===== src/rtl/prbs_lfsr_predict.sv =====
// Local PRBS shift register: predicts the next bit and shifts in either the
// received bit (while acquiring) or its own prediction (while locked).
module prbs_lfsr_predict #(
  parameter int ORDER = 7,
  parameter int TAP_A = 7,
  parameter int TAP_B = 6
) (
  input  logic clk,
  input  logic reset,
  input  logic i_shift,      // advance on this cycle
  input  logic i_sel_pred,   // 1: feed back prediction, 0: feed received bit
  input  logic i_bit,        // received bit
  output logic o_pred,       // predicted value of the current received bit
  output logic o_next_zero   // register would be all-zero after this shift
);

  logic [ORDER-1:0] r_s;
  logic [ORDER-1:0] w_s_next;
  logic             w_in;

  assign o_pred      = r_s[TAP_A-1] ^ r_s[TAP_B-1];
  assign w_in        = i_sel_pred ? o_pred : i_bit;
  assign w_s_next    = {r_s[ORDER-2:0], w_in};
  assign o_next_zero = (w_s_next == '0);

  // s[0] holds the newest bit; only valid bits move the register.
  always_ff @(posedge clk) begin
    if (reset)        r_s <= '0;
    else if (i_shift) r_s <= w_s_next;
  end

endmodule


===== config.mk =====
export PLATFORM = sky130hd
export DESIGN_NAME = prbs_lfsr_predict
export DESIGN_NICKNAME = d
export VERILOG_FILES = /design/src/rtl/prbs_lfsr_predict.sv
export SDC_FILE = /design/constraint.sdc
export NUM_CORES = 1
export LEC_CHECK = 0
export BUFFER_PORTS_ARGS = -buffer_cell sky130_fd_sc_hd__buf_4
export CELL_PAD_IN_SITES_DETAIL_PLACEMENT = 1
export CELL_PAD_IN_SITES_GLOBAL_PLACEMENT = 2
export CORE_AREA = 2 2 39 41
export DETAILED_ROUTE_END_ITERATION = 6
export DIE_AREA = 0 0 41 43
export PLACE_DENSITY = 0.55
export SYNTH_ARGS = -nofsm -noshare
export SYNTH_HDL_FRONTEND = slang
export SYNTH_SLANG_ARGS = --single-unit

===== constraint.sdc =====
create_clock -name clk -period 2.05 [get_ports clk]
set_input_delay 0.41 -clock clk [delete_from_list [all_inputs] [get_ports clk]]
set_output_delay 0.41 -clock clk [all_outputs]
set_load 0.01 [all_outputs]

==> metrics, run 1 <==
status finished clean; critical path, cell by cell or4_4 -> nor4_2 -> buf_4; CTS tree built; Hold Buf Count CTS 0; Final Skew 0.0001609 ns; peak supply drop 0.2437 mV; CP max-delay cell or4_4; Fin Setup TNS 0 ns; Synth top area share 0.4498; unrepaired setup endpoints after global routing false; post-CTS resize count 0; sequential share of the synthesized area 0.4498; clock latency on the worst-skew pair 0.25 ns; worst endpoint required time 1.64 ns; Fillers 166; gpl congestion 0.6350; largest registers r_s x7; clock-pin transition on the worst setup and hold timing paths 0.05 ns; die area 1763 sq um; Max clock buf depth 2; Setup Fix Bufs, Post-CTS 0; crit path max fanout 4; Tcrit/Tclk final 0.9322; max incr delay on CP 0.54 ns; initial antenna violation count 0; Layout area overhead 26.10%; final hold viol count 0; Post-Syn Area 311.5 sq um; CP Buf/Inv Count 1; CP arrival 1.50 ns; Synth area leaders dfxtp_1 45%, mux2i_1 19%, nor2_1 7.2%; stages on the worst setup path 3; Worst Reg2Reg Path Length in Cells 2; drt first pass iters 1; crit path launch type flip-flop; clock sink count 7; DRT antenna net count 0; Final Hold Slack 0.3931 ns; # port buffers 6; Clock Root Buffer clkbuf_4; delay-heaviest family, CP simple AND/OR/NAND/NOR gates; CP Capture Type output port; Overflow after GRT 0; post-synth top area cell dfxtp_1; minimum clock period 1.911 ns; Initial Util 0.2251; drt wl/cell 11.17 um; Largest register FFs 7; ant diodes 0; share of layout cells above drive strength 1 0.3243; largest net degree at the start of global routing 10; vias 233; Relative slew margins 0.8228; H-tree depth 1; Yosys cell types 12; die height 43 um; Finish-stage setup viols 0; Die Span X 41 um; HP Class primary input to flip-flop; io pins 7; # rows 14; final wirelength 592 um; Syn Area/Cell 10.74 sq um; nets@finish 43; synth warn 0; first-pass GRT wire length 979 um; total track usage 0.09356; Pins Over Slew Limit 0; Slew @ Worst Pin 0.2622 ns; number of DRC markers in iteration 0 0; largest register by flop count r_s; Pleak 0.1889 nW; FMAX 0.5233 GHz; Max Cap Violations 0; pwr dens 738.3 nW/um^2; core area 1384 sq um; Hold Path Depth 2; Mapped Nets 34; # DRC 0; number of synthesized register bits 7; register-to-register setup slack 1.18 ns; CP Class flip-flop to output port; cts bufs inserted 3; Cells after Synth 29; vias in the first global route 221; Vias/cell 4.396
==> power breakdown <==
part	switching [W]	internal [W]
Sequential	0.00000124	0.000138
Clock	0.0000511	0.0000743
Combinational	0.0000111	0.0000146
==> path summary, 6_finish.rpt <==
check	from	to
max	r_s[5]$_SDFFE_PP0P_	o_next_zero
min	reset	r_s[5]$_SDFFE_PP0P_
max reg2reg	r_s[6]$_SDFFE_PP0P_	r_s[0]$_SDFFE_PP0P_
min reg2reg	r_s[3]$_SDFFE_PP0P_	r_s[3]$_SDFFE_PP0P_
==> metal layers <==
| layer | vias up | GRT usage | wire length, um |
|---|---|---|---|
| met5 | - | 0 | 0 |
| li1 | 118 | - | - |
| met1 | 104 | 0.1133 | 261 |
| met3 | 4 | 0.04712 | 45 |
| met4 | 0 | 0.1200 | 28 |
| met2 | 7 | 0.09688 | 257 |
==> cell type report <==
class,instances,area (sq um),share of cell area
well taps,16,20.02,0.05096
multi-input cells,20,161.4,0.4108
clock buffers,4,26.28,0.06688
repair buffers,6,45.04,0.1146
flip-flops and latches,7,140.1,0.3567
==> cells by family (layout without fill, tap and decap cells) <==
group           Yosys count  count (layout)  synth area share
buf+inv                   2              10           0.03213
compound gates            1               1           0.02812
simple gates             11              11            0.2329
flops                     7               7            0.4498
mux                       7               7            0.2289
xor+xnor                  1               1           0.02812
==> stage by stage <==
step                cell area [sq um]  power [W]  setup slack (ns)  instances  utilization
finish                          392.9  0.0002901            0.1389         53       0.2839
global route                    392.9  0.0003094           0.04727         53       0.2839
CTS                             392.9  0.0002972            0.1096         53       0.2839
detailed placement              366.6  0.0001679            0.3890         49       0.2649
global placement                366.6  0.0001672            0.4073         49       0.2649
floorplan                       311.5  0.0001575            0.4832         29            -
==> placed cells by master (no fill, tap or decap) <==
cell type,instances
nor4bb_1,1
nor4_2,1
clkbuf_4,3
and3b_1,1
nor2_1,6
clkbuf_1,1
mux2i_1,6
dfxtp_1,7
a211o_1,1
xor2_1,1
or4_4,1
nor3b_1,1
mux2_2,1
buf_4,6
==> synth_stat cells <==
| cell type | n |
|---|---|
| dfxtp_1 | 7 |
| mux2i_1 | 6 |
| nor2_1 | 6 |
| buf_2 | 2 |
| a211o_1 | 1 |
| and3b_1 | 1 |
| mux2_2 | 1 |
| nor3b_1 | 1 |
| nor4_2 | 1 |
| nor4bb_1 | 1 |
| or4_4 | 1 |
| xor2_1 | 1 |
No activity file was read; power rests on OpenSTA's default activity.
==> run 2, diff against run 1 <==
Settings changed: REMOVE_ABC_BUFFERS from default to 1.
==> metrics, run 2 (same netlist as run 1, synthesis figures left out) <==
initial antenna violation count 0 (unchanged); FMAX 0.5240 GHz (+0.13%); number of DRC markers in iteration 0 4 (+4); CP Class flip-flop to output port; cts bufs inserted 3 (unchanged); area taken by flip-flops and latches 140.1 sq um (unchanged); drt wl/cell 11.36 um (+1.7%); Pins Over Slew Limit 0 (unchanged); clock-pin transition on the worst setup and hold timing paths 0.05 ns (about the same); Slew @ Worst Pin 0.2859 ns (+0.02366 ns); Max clock buf depth 2 (unchanged); # rows 14 (unchanged); nets@finish 43 (unchanged); largest registers r_s x7; Hold Buf Count CTS 0 (unchanged); Tcrit/Tclk final 0.9310 (-0.001216); multi-input combinational cell area 161.4 sq um (unchanged); WL met2 284 um (+11%); gpl congestion 0.6426 (+1.2%); most frequent cells in the layout 7 x dfxtp_1, 6 x mux2i_1, 6 x nor2_1, 6 x buf_4, 3 x clkbuf_4; status finished clean; Relative slew margins 0.8068 (-0.01599); clock sink count 7 (unchanged); share of layout cells above drive strength 1 0.3243 (unchanged); Finish-stage setup viols 0 (unchanged); top sig layer met3; Detail Placement HPWL 473.6 um; CTS tree built; ant diodes 0 (unchanged); fraction of power spent switching nets 0.2140 (-0.004593); Int Pwr 0.0002265 W (about the same); routed wl met3 47 um (+4.4%); # DRC 0 (unchanged); post-CTS resize count 0 (unchanged); first-pass GRT wire length 1.028 mm (+5.0%); CP arrival 1.50 ns (about the same); worst endpoint required time 1.64 ns (about the same); Initial Util 0.2251 (unchanged); Largest register FFs 7 (unchanged); Vias/cell 4.396 (unchanged); crit path max fanout 4 (unchanged); final hold viol count 0 (unchanged); sequential share of power 0.482 (+0.003); largest register by flop count r_s; DRT antenna net count 0 (unchanged); total track usage 0.09036 (-0.003200); net switching power 0.00006168 W (-2.7%); Met1 Wirelength 270 um (+3.4%); Comb pwr share 0.088 (about the same); fin cells 53 (unchanged); placed insts 49 (unchanged); Fillers 163 (-1.8%); Layout area overhead 26.10% (unchanged); HP Class primary input to flip-flop; minimum clock period 1.909 ns (-0.002493 ns); Clock Root Buffer clkbuf_4; # port buffers 6 (unchanged); CP Capture Type output port; Overflow after GRT 0 (unchanged); Die Span X 41 um (unchanged); core area 1384 sq um (unchanged); largest net degree at the start of global routing 10 (unchanged); Max Cap Violations 0 (unchanged); Final Skew 0.003829 ns (+0.003668 ns); drt first pass iters 3 (+2); Hold Path Depth 2 (unchanged); peak supply drop 0.2866 mV (+18%); io pins 7 (unchanged); die area 1763 sq um (unchanged); crit path launch type flip-flop; H-tree depth 1 (unchanged); unrepaired setup endpoints after global routing false; Fin Setup TNS 0 ns (unchanged); Pleak 0.1889 nW (unchanged); most common cell after layout, fill and taps aside dfxtp_1; vias in the first global route 239 (+8.1%); vias 233 (unchanged); Setup Fix Bufs, Post-CTS 0 (unchanged); Worst Reg2Reg Path Length in Cells 2 (unchanged); die height 43 um (unchanged); final wirelength 602 um (+1.7%); clock network fraction of design power 0.430 (-0.002); pwr dens 733.5 nW/um^2 (-0.65%); clock latency on the worst-skew pair 0.25 ns (about the same)
==> run 2: worst paths after layout <==
path / startpoint / endpoint / slack (ns)
worst min register to register: r_s[3]$_SDFFE_PP0P_ / r_s[4]$_SDFFE_PP0P_ / 0.53
worst min-delay path: reset / r_s[5]$_SDFFE_PP0P_ / 0.39
worst max-delay path: r_s[5]$_SDFFE_PP0P_ / o_next_zero / 0.14
worst max register to register: r_s[5]$_SDFFE_PP0P_ / r_s[0]$_SDFFE_PP0P_ / 1.16
==> run 2: area by class of cell <==
cell class                      instances  area share
Multi-Input combinational cell         20      0.4108
Sequential cell                         7      0.3567
Timing Repair Buffer                    6      0.1146
Clock buffer                            4     0.06688
Tap cell                               16     0.05096
==> run 2: per-layer routing <==
layer  GRT usage  vias to the layer above
li1            -                      120
met1     0.09646                      107
met2      0.1406                        6
met3     0.03141                        0
met4     0.06000                        0
met5           0                        -
==> run 2: power groups by stage <==
stage	registers (W)	logic [W]	clock network, W
floorplan	0.000141	0.0000104	0
global placement	0.000142	0.0000256	0
detailed placement	0.000142	0.0000260	0
CTS	0.000139	0.0000260	0.000130
global route	0.000139	0.0000282	0.000139
finish	0.000139	0.0000253	0.000124
==> run 2: metrics by stage <==
stage          worst slack, ns  utilization  total power, W  hold WS, ns  area [sq um]
4_1_cts                 0.1184       0.2839       0.0002947       0.3896         392.9
3_5_place_dp            0.3908       0.2649       0.0001679       0.5242         366.6
2_1_floorplan           0.4832            -       0.0001519       0.4824         301.5
5_1_grt                0.05015       0.2839       0.0003058       0.3966         392.9
6_report                0.1414       0.2839       0.0002882       0.3880         392.9
3_3_place_gp            0.3967       0.2649       0.0001675       0.5189         366.6
==> run 2: critical path, cell delays in order (launching register included) <==
cell and delay [ns]:
dfxtp_1 0.34, or4_4 0.54, nor4_2 0.22, buf_4 0.16
==> run 3, diff against run 2 <==
Settings changed: PLACE_DENSITY 0.55 to default, PLACE_DENSITY_LB_ADDON from default to 0.25.
==> metrics, run 3 (same netlist as run 1, synthesis figures left out) <==
status finished clean; share of layout cells above drive strength 1 0.3243 (unchanged); DRT antenna net count 0 (unchanged); nets@finish 43 (unchanged); initial antenna violation count 0 (unchanged); Tcrit/Tclk final 0.9226 (-0.008459); gpl congestion 0.5763 (-10%); CP Class flip-flop to output port; first-pass GRT wire length 945 um (-8.1%); total track usage 0.08359 (-0.006776); cts bufs inserted 3 (unchanged); largest net degree at the start of global routing 10 (unchanged); Setup Fix Bufs, Post-CTS 0 (unchanged); largest register by flop count r_s; die area 1763 sq um (unchanged); Pleak 0.1889 nW (unchanged); CP arrival 1.48 ns (-0.02 ns); clock latency on the worst-skew pair 0.24 ns (about the same); Vias/cell 4.509 (+2.6%); drt wl/cell 11.23 um (-1.2%); HP Class primary input to flip-flop; Hold Startpoint reset; minimum clock period 1.891 ns (-0.01734 ns); io pins 7 (unchanged); crit path max fanout 4 (unchanged); Max Cap Violations 0 (unchanged); most frequent cells in the layout 7 x dfxtp_1, 6 x mux2i_1, 6 x nor2_1, 6 x buf_4, 3 x clkbuf_4; Fin Setup TNS 0 ns (unchanged); ant diodes 0 (unchanged); Relative slew margins 0.8174 (+0.01054); clock-pin transition on the worst setup and hold timing paths 0.05 ns (about the same); Die Span X 41 um (unchanged); final hold viol count 0 (unchanged); # rows 14 (unchanged); Initial Util 0.2251 (unchanged); number of DRC markers in iteration 0 2 (-2); Overflow after GRT 0 (unchanged); vias in the first global route 229 (-4.2%); fin util 0.2839 (unchanged); CTS tree built; Slew @ Worst Pin 0.2703 ns (-0.01559 ns); vias 239 (+2.6%); final wirelength 595 um (-1.2%); Critical path origin r_s[5]$_SDFFE_PP0P_; drt first pass iters 3 (unchanged); # DRC 0 (unchanged); Reg2Reg Launch Point r_s[6]$_SDFFE_PP0P_; Clock Root Buffer clkbuf_4; most common cell after layout, fill and taps aside dfxtp_1; post-CTS resize count 0 (unchanged); Pins Over Slew Limit 0 (unchanged); Layout area overhead 26.10% (unchanged); fin cells 53 (unchanged); Hold Buf Count CTS 0 (unchanged); placed insts 49 (unchanged); Max clock buf depth 2 (unchanged); # port buffers 6 (unchanged); die height 43 um (unchanged); pwr dens 719.4 nW/um^2 (-1.9%); largest registers r_s x7; CP Capture Type output port; unrepaired setup endpoints after global routing false; Tot Pwr 0.0002826 W (-1.9%); Finish-stage setup viols 0 (unchanged); FMAX 0.5288 GHz (+0.92%); peak supply drop 0.2861 mV (-0.15%); worst endpoint required time 1.64 ns (about the same); clock sink count 7 (unchanged); Final Skew 0.001908 ns (-0.001920 ns); H-tree depth 1 (unchanged); core area 1384 sq um (unchanged); Largest register FFs 7 (unchanged); crit path launch type flip-flop
-- run 3: per-layer routing --
metal	vias up	global-route usage	part of all wire	wire (um)
li1	118	-	-	-
met1	115	0.1006	0.43	256
met2	6	0.1156	0.49	289
met3	0	0.04712	0.081	48
met4	0	0.04000	0	0
met5	-	0	0	0
-- run 3: power by group --
part | internal (W) | switching (W)
clock network | 0.0000738 | 0.0000436
registers | 0.000138 | 0.00000125
logic | 0.0000146 | 0.0000114
total | 0.000226 | 0.0000563
-- run 3: cell type report --
cell class / count / area (sq um)
Fill cell: 164 / 991.0
Tap cell: 16 / 20.02
Timing Repair Buffer: 6 / 45.04
Sequential cell: 7 / 140.1
Clock buffer: 4 / 26.28
Multi-Input combinational cell: 20 / 161.4
-- run 3: metrics by stage --
stage | cell area (sq um) | worst slack [ns] | hold slack (ns)
after floorplan | 301.5 | 0.4832 | 0.4824
after global placement | 366.6 | 0.4165 | 0.5130
after detailed placement | 366.6 | 0.4060 | 0.5260
after CTS | 392.9 | 0.1396 | 0.4047
after global routing | 392.9 | 0.06174 | 0.4136
final | 392.9 | 0.1588 | 0.4085
-- run 3: critical path: stages, from the launching register on --
cell and delay [ns]:
dfxtp_1 0.33, or4_4 0.54, nor4_2 0.21, buf_4 0.16
-- run 3: path summary, 6_finish.rpt --
check	to	slack (ns)	depth (start not counted)
max	o_next_zero	0.16	3
min	r_s[1]$_SDFFE_PP0P_	0.41	2
max reg2reg	r_s[0]$_SDFFE_PP0P_	1.18	2
min reg2reg	r_s[3]$_SDFFE_PP0P_	0.54	2
